## src/rtl/counter_scheduler_if.sv

```systemverilog
// counter_scheduler_if: requester and counter signals shared with counter_scheduler
interface counter_scheduler_if #(parameter int W = 4);
  logic [1:0] req;
  logic [W-1:0] start0, start1, limit0, limit1;
  logic [1:0] gnt, done;
  logic busy;
  logic cnt_en, cnt_load;
  logic [W-1:0] cnt_b, cnt_l, cnt_d;
  logic cnt_tc;
  modport master (
    output req, start0, start1, limit0, limit1, cnt_d, cnt_tc,
    input  gnt, done, busy, cnt_en, cnt_load, cnt_b, cnt_l
  );
  modport slave (
    input  req, start0, start1, limit0, limit1, cnt_d, cnt_tc,
    output gnt, done, busy, cnt_en, cnt_load, cnt_b, cnt_l
  );
endinterface

```

## src/rtl/counter_scheduler.sv

```systemverilog
// counter_scheduler: round-robin sharing of one four_bit_counter between two requesters
module counter_scheduler #(parameter int W = 4) (
  input logic clk,
  input logic rst,
  counter_scheduler_if.slave sif
);
  typedef enum logic [1:0] {IDLE, LOAD, RUN, DONE} state_t;
  state_t state, nxt;
  logic last, sel, win, own;
  logic [W-1:0] start_q, limit_q;
  assign win = (&sif.req) ? ~last : sif.req[1];
  assign own = sif.req[sel];
  always_ff @(posedge clk) begin
    if (rst) begin
      state <= IDLE;
      last <= 1'b1;
      sel <= 1'b0;
      start_q <= '0;
      limit_q <= '0;
    end else begin
      state <= nxt;
      if (state == IDLE && |sif.req) begin
        sel <= win;
        start_q <= win ? sif.start1 : sif.start0;
        limit_q <= win ? sif.limit1 : sif.limit0;
      end
      if (state != IDLE && (state == DONE || !own)) last <= sel;
    end
  end
  always_comb begin
    nxt = state == IDLE ? (|sif.req ? LOAD : IDLE) :
          state == DONE ? IDLE :
          !own          ? IDLE :
          state == LOAD ? RUN :
          sif.cnt_tc    ? DONE : RUN;
  end
  assign sif.busy = state != IDLE;
  assign sif.gnt = sif.busy ? {sel, ~sel} : 2'b00;
  assign sif.done = state == DONE ? {sel, ~sel} : 2'b00;
  assign sif.cnt_load = state == LOAD;
  assign sif.cnt_en = state == RUN && !sif.cnt_tc;
  assign sif.cnt_b = state == LOAD ? start_q : '0;
  assign sif.cnt_l = sif.busy ? limit_q : '0;
endmodule

```

## src/flat_wrapper.sv

```systemverilog
// flat-port wrapper written by rule: the top's interface ports become plain ports
module counter_scheduler_flat 
#(parameter int W = 4)
  (clk, rst, sif_req, sif_start0, sif_start1, sif_limit0, sif_limit1, sif_cnt_d, sif_cnt_tc, sif_gnt, sif_done, sif_busy, sif_cnt_en, sif_cnt_load, sif_cnt_b, sif_cnt_l);
  counter_scheduler_if #(.W(W)) sif_i ();
  input logic clk;
  input logic rst;
  input wire logic [$bits(sif_i.req)-1:0] sif_req;
  input wire logic [$bits(sif_i.start0)-1:0] sif_start0;
  input wire logic [$bits(sif_i.start1)-1:0] sif_start1;
  input wire logic [$bits(sif_i.limit0)-1:0] sif_limit0;
  input wire logic [$bits(sif_i.limit1)-1:0] sif_limit1;
  input wire logic [$bits(sif_i.cnt_d)-1:0] sif_cnt_d;
  input wire logic [$bits(sif_i.cnt_tc)-1:0] sif_cnt_tc;
  output wire logic [$bits(sif_i.gnt)-1:0] sif_gnt;
  output wire logic [$bits(sif_i.done)-1:0] sif_done;
  output wire logic [$bits(sif_i.busy)-1:0] sif_busy;
  output wire logic [$bits(sif_i.cnt_en)-1:0] sif_cnt_en;
  output wire logic [$bits(sif_i.cnt_load)-1:0] sif_cnt_load;
  output wire logic [$bits(sif_i.cnt_b)-1:0] sif_cnt_b;
  output wire logic [$bits(sif_i.cnt_l)-1:0] sif_cnt_l;
  assign sif_i.req = sif_req;
  assign sif_i.start0 = sif_start0;
  assign sif_i.start1 = sif_start1;
  assign sif_i.limit0 = sif_limit0;
  assign sif_i.limit1 = sif_limit1;
  assign sif_i.cnt_d = sif_cnt_d;
  assign sif_i.cnt_tc = sif_cnt_tc;
  assign sif_gnt = sif_i.gnt;
  assign sif_done = sif_i.done;
  assign sif_busy = sif_i.busy;
  assign sif_cnt_en = sif_i.cnt_en;
  assign sif_cnt_load = sif_i.cnt_load;
  assign sif_cnt_b = sif_i.cnt_b;
  assign sif_cnt_l = sif_i.cnt_l;
  counter_scheduler #(.W(W)) u_core (.clk(clk), .rst(rst), .sif(sif_i));
endmodule
```

## config.mk

```make
export PLATFORM = sky130hd
export DESIGN_NAME = counter_scheduler_flat
export DESIGN_NICKNAME = d
export VERILOG_FILES = /design/src/rtl/counter_scheduler_if.sv /design/src/rtl/counter_scheduler.sv /design/src/flat_wrapper.sv
export SDC_FILE = /design/constraint.sdc
export NUM_CORES = 1
export LEC_CHECK = 0
export CAP_MARGIN = 10
export CORE_MARGIN = 1.5
export CORE_UTILIZATION = 50
export DETAILED_ROUTE_END_ITERATION = 8
export DONT_BUFFER_PORTS = 1
export RECOVER_POWER = 25
export SLEW_MARGIN = 20
export SYNTH_ARGS = -nofsm -noshare
export SYNTH_HDL_FRONTEND = slang
export SYNTH_SLANG_ARGS = --single-unit
```

## constraint.sdc

```tcl
create_clock -name clk -period 1.4 [get_ports clk]
set_input_delay 0.28 -clock clk [delete_from_list [all_inputs] [get_ports clk]]
set_output_delay 0.28 -clock clk [all_outputs]
set_load 0.05 [all_outputs]
```

### After elaboration in Yosys (flattened, before gate mapping)

Cells that the tools add are included.

| operators by class | value |
|---|---|
| $lt $le $gt $ge | 1 |
| equal/unequal tests | 3 |
| muxes and demuxes | 15 |
| bitwise gates (word level) | 2 |
| reductions and logical operators | 10 |

Operators with widths:

| cell | number |
|---|---|
| 4-bit two-way mux | 4 |
| 2-bit two-way mux | 6 |
| 1-bit two-way mux | 5 |
| 2-bit == test, second input constant | 2 |
| 1-bit logical AND | 3 |
| 2-bit by 1-bit == test with 1-bit output, second input constant | 1 |
| 1-bit zero test | 2 |
| 2-bit zero test | 1 |
| 1-bit by 2-bit < comparator with 1-bit output, second input constant | 1 |
| 1-bit NOT | 2 |
| 2-bit AND reduction | 1 |
| 2-bit nonzero test | 1 |
| 2-bit OR reduction | 1 |
| 1-bit logical OR | 1 |

| storage, ports and cells | value |
|---|---|
| register bits | 12 |
| bits of input ports | 25 |
| output and inout port bits | 15 |
| word-level logic and storage cells | 36 |

### Depth between registers and ports, before layout

| depth | value |
|---|---|
| depth after elaboration | 5 |
| mapped depth | 6 |
| mapped depth without buffers | 5 |

### Worst setup path before layout

Ideal clock, no wire load.

| timing | value |
|---|---|
| path kind | reg2out |
| start point | register u_core.state[0] |
| end point | output port sif_cnt_l[0] |
| arrival time | 1.451 ns |
| data required time | 1.120 ns |
| setup slack | -0.331 ns |
| stages on the path, launching flop included | 5 |
| path buffers | 1 |
| cell sequence | dfxtp_1 > inv_1 > ha_1 > buf_4 > nor2b_1 |

| on the way | value |
|---|---|
| cells in the longest elaborated chain, start to end | 2 |

RTL lines:

| item | RTL line | source |
|---|---|---|
| start, declared | counter_scheduler.sv:8 | `state_t state, nxt;` |
| start signal, assigned | counter_scheduler.sv:21 | `state <= nxt;` |
| 2-bit nonzero test | counter_scheduler.sv:37 | `assign sif.busy = state != IDLE;` |
| 4-bit two-way mux | counter_scheduler.sv:43 | `assign sif.cnt_l = sif.busy ? limit_q : '0;` |
| end, declared | flat_wrapper.sv:21 | `output wire logic [$bits(sif_i.cnt_l)-1:0] sif_cnt_l;` |

Every way passes these cells.

### Worst setup path in the final report

| timing | value |
|---|---|
| start point | register u_core.state[0] |
| end point | output port sif_cnt_l[3] |

Same word-level chain as after synthesis.

==> results.json <==
{
  "post_synth_inst_count": 82,
  "drt-wirelength-per-cell_um": 18.7,
  "irDropWorstVdd_uv": 1080,
  "fin_hold_ws_ps": 57.9,
  "grt_setup_unrepaired": "true",
  "grt-ovfl-total": 0,
  "start_kind": "register",
  "synth-edff-count": 0,
  "min_delay_path_depth": 1,
  "post_route_cells_drive_above_1_share": 0.567,
  "antenna-diode-count": 0,
  "required_ps": 1120,
  "static_leak_nw": 0.455,
  "fin_area_mm2": 0.00118,
  "sequential_area_share_after_synthesis": 0.336,
  "dp_hpwl_mm": 1.29,
  "clk-insertion-delay-late_ps": 280,
  "status": "finished with violations",
  "antenna_found_initial": 0,
  "worstRegToRegCells": 7,
  "synth_async_sr_flop_share": 0,
  "postPlaceCellArea_mm2": 0.00100,
  "starting_density_of_the_core": 0.543,
  "layout.cells.non_filler": 119,
  "root_buffer": "sky130_fd_sc_hd__clkbuf_4",
  "drcViolationCount": 0,
  "holdPathEnd": "u_core.limit_q[3]",
  "min_from": "rst",
  "slew_headroom": 0.767,
  "power_per_cell_area_mw_per_mm2": 1080,
  "grt_util_all_layers": 0.245,
  "synth.yosys.warnings": 0,
  "dr_total_vias": 702,
  "final_hold_viols": 0,
  "reg2reg_launch_point": "u_core.state[0]",
  "avgSynthCellArea_um2": 8.73,
  "final.setup.tns_ps": -1590,
  "synth_cell_type_count": 23,
  "numPortBuffers": 0,
  "type_of_destination_of_the_critical_path": "output pin",
  "tritoncts_buffers": 3,
  "reg2reg_to": "u_core.limit_q[0]",
  "cts_tree": "yes",
  "rows": 13,
  "area_growth_pct": 64.3,
  "design.final.nets": 135,
  "worst-r2r-setup-slack_ps": 20,
  "htree_levels": 1,
  "postRouteWirelength_mm": 2.23,
  "synthTopCellsByArea": "sky130_fd_sc_hd__dfxtp_1, sky130_fd_sc_hd__a211oi_2, sky130_fd_sc_hd__ha_1",
  "dpl_worst_slack_ps": -46.2,
  "route.antenna.remaining_nets": 0,
  "avgViaCountPerCell": 5.90,
  "setup_viol": 14,
  "synth.largest_area_cell": "sky130_fd_sc_hd__dfxtp_1",
  "clkTransAtPathRegs_ps": 80,
  "finalClockSkew_ps": 12.8,
  "grt_pass1_vias": 582,
  "die_area_mm2": 0.00167,
  "chipWidth_um": 40.8,
  "dpl.cell_count": 112,
  "detail_route.iter0.violations": 22,
  "worstMarginPinSlew_ps": 339,
  "achievable_clock_frequency_mhz": 642,
  "worst-setup-path-type": "register to output pin",
  "fin_util": 0.893,
  "final_max_slew_viol_count": 0,
  "post_layout_min_period_ps": 1560,
  "min-delay-path-class": "input port to register",
  "synth_seq_cells": 12,
  "critical_path_peak_fanout": 5,
  "max-clock-path-buffers": 2,
  "clock-sinks": 12,
  "violations": "setup timing",
  "io_pins": 40,
  "grt_start_max_net_pins": 14,
  "synth_flop_cell": "sky130_fd_sc_hd__dfxtp_1",
  "synthTopCellsByCount": "sky130_fd_sc_hd__dfxtp_1, sky130_fd_sc_hd__nor2_1, sky130_fd_sc_hd__a211oi_2, sky130_fd_sc_hd__a21oi_1, sky130_fd_sc_hd__nand2_1",
  "crit_arrival_ps": 1280,
  "core_area_mm2": 0.00132,
  "totalPowerFinal_mw": 1.27,
  "gpl.final_weighted_congestion": 0.669,
  "synthMostInstantiatedCell": "sky130_fd_sc_hd__dfxtp_1",
  "grt_pass1_wl_mm": 2.55,
  "maxCapViolations": 0,
  "syn-cell-area_um2": 716,
  "crit_path_setup_slack_layout_ps": -159,
  "synth_top_area_frac": 0.336,
  "cts-hold-fix-buffers": 0,
  "die_h_um": 40.8,
  "timing.final.crit_share": 1.11,
  "first_pass_iters": 4,
  "mappedNetlistNets": 111
}
## registers in the layout (all words and copies together) (netlist names)
signal / flops
u_core.limit_q: 4
u_core.start_q: 4
u_core.state: 2
u_core.last: 1
u_core.sel: 1
## cell type report
cell class | instances | area (µm²)
tap | 15 | 18.8
inverter | 3 | 15.0
multi-input combinational | 65 | 589
timing repair buffer | 21 | 288
fill | 57 | 141
sequential | 12 | 243
clock buffer | 3 | 22.5
## worst max-delay path, cell delays in order, from the launching register on
cell	delay (ps)
sky130_fd_sc_hd__dfxtp_2	350
sky130_fd_sc_hd__inv_2	50
sky130_fd_sc_hd__ha_4	180
sky130_fd_sc_hd__buf_8	140
sky130_fd_sc_hd__nor2b_4	130
sky130_fd_sc_hd__buf_12	140
## cells in the final DEF (no fill, tap or decap), types with 5 or more instances in the layout
cell and count:
sky130_fd_sc_hd__a211oi_2 8, sky130_fd_sc_hd__buf_12 8, sky130_fd_sc_hd__nor2b_4 7, sky130_fd_sc_hd__nor2_1 10
sky130_fd_sc_hd__dfxtp_1 10, sky130_fd_sc_hd__buf_4 7, sky130_fd_sc_hd__and2_4 5, sky130_fd_sc_hd__nand2_1 8
sky130_fd_sc_hd__a21oi_1 7
## worst max-delay path by stage
| stage | slack (ps) | cells past startpoint | start | endpoint |
|---|---|---|---|---|
| 2_1_floorplan | -140 | 4 | u_core.state[0] | sif_cnt_l[0] |
| 3_5_place_dp | -50 | 6 | u_core.state[0] | u_core.start_q[1] |
| 4_1_cts | -130 | 5 | u_core.state[0] | sif_cnt_l[3] |
| 6_report | -160 | 5 | u_core.state[0] | sif_cnt_l[3] |
| 5_1_grt | -180 | 5 | u_core.state[0] | sif_cnt_l[3] |
| 3_3_place_gp | -3 | 6 | u_core.state[0] | u_core.limit_q[3] |
## kinds of logic after synthesis
group / Yosys count / synth area share
buffers and inverters: 6 / 0.0402
and+or+nand+nor: 35 / 0.240
DFF: 12 / 0.336
adders and majority gates: 4 / 0.0699
AOI/OAI and AO/OA: 24 / 0.301
muxes: 1 / 0.0140
## power breakdown
part,internal [mW],total (mW),switching [mW]
clock,0.0996,0.215,0.116
sequential,0.387,0.422,0.0351
combinational,0.283,0.632,0.349
total,0.770,1.27,0.499
## repair_timing
item	in CTS	in global routing
setup buffers	2	1
pin swaps	6	4
gates cloned	0	1
endpoints found under the setup margin	23	18
hold endpoints to repair	0	0
resized for setup	28	2
## metal layers
metal | vias to the layer above | part of all wire | GRT usage
li1 | 332 | - | -
met1 | 345 | 0.41 | 0.281
met2 | 25 | 0.53 | 0.430
met3 | 0 | 0.053 | 0.103
met4 | 0 | 0 | 0.0250
met5 | - | 0 | 0
(Power assumes the default switching activity.)
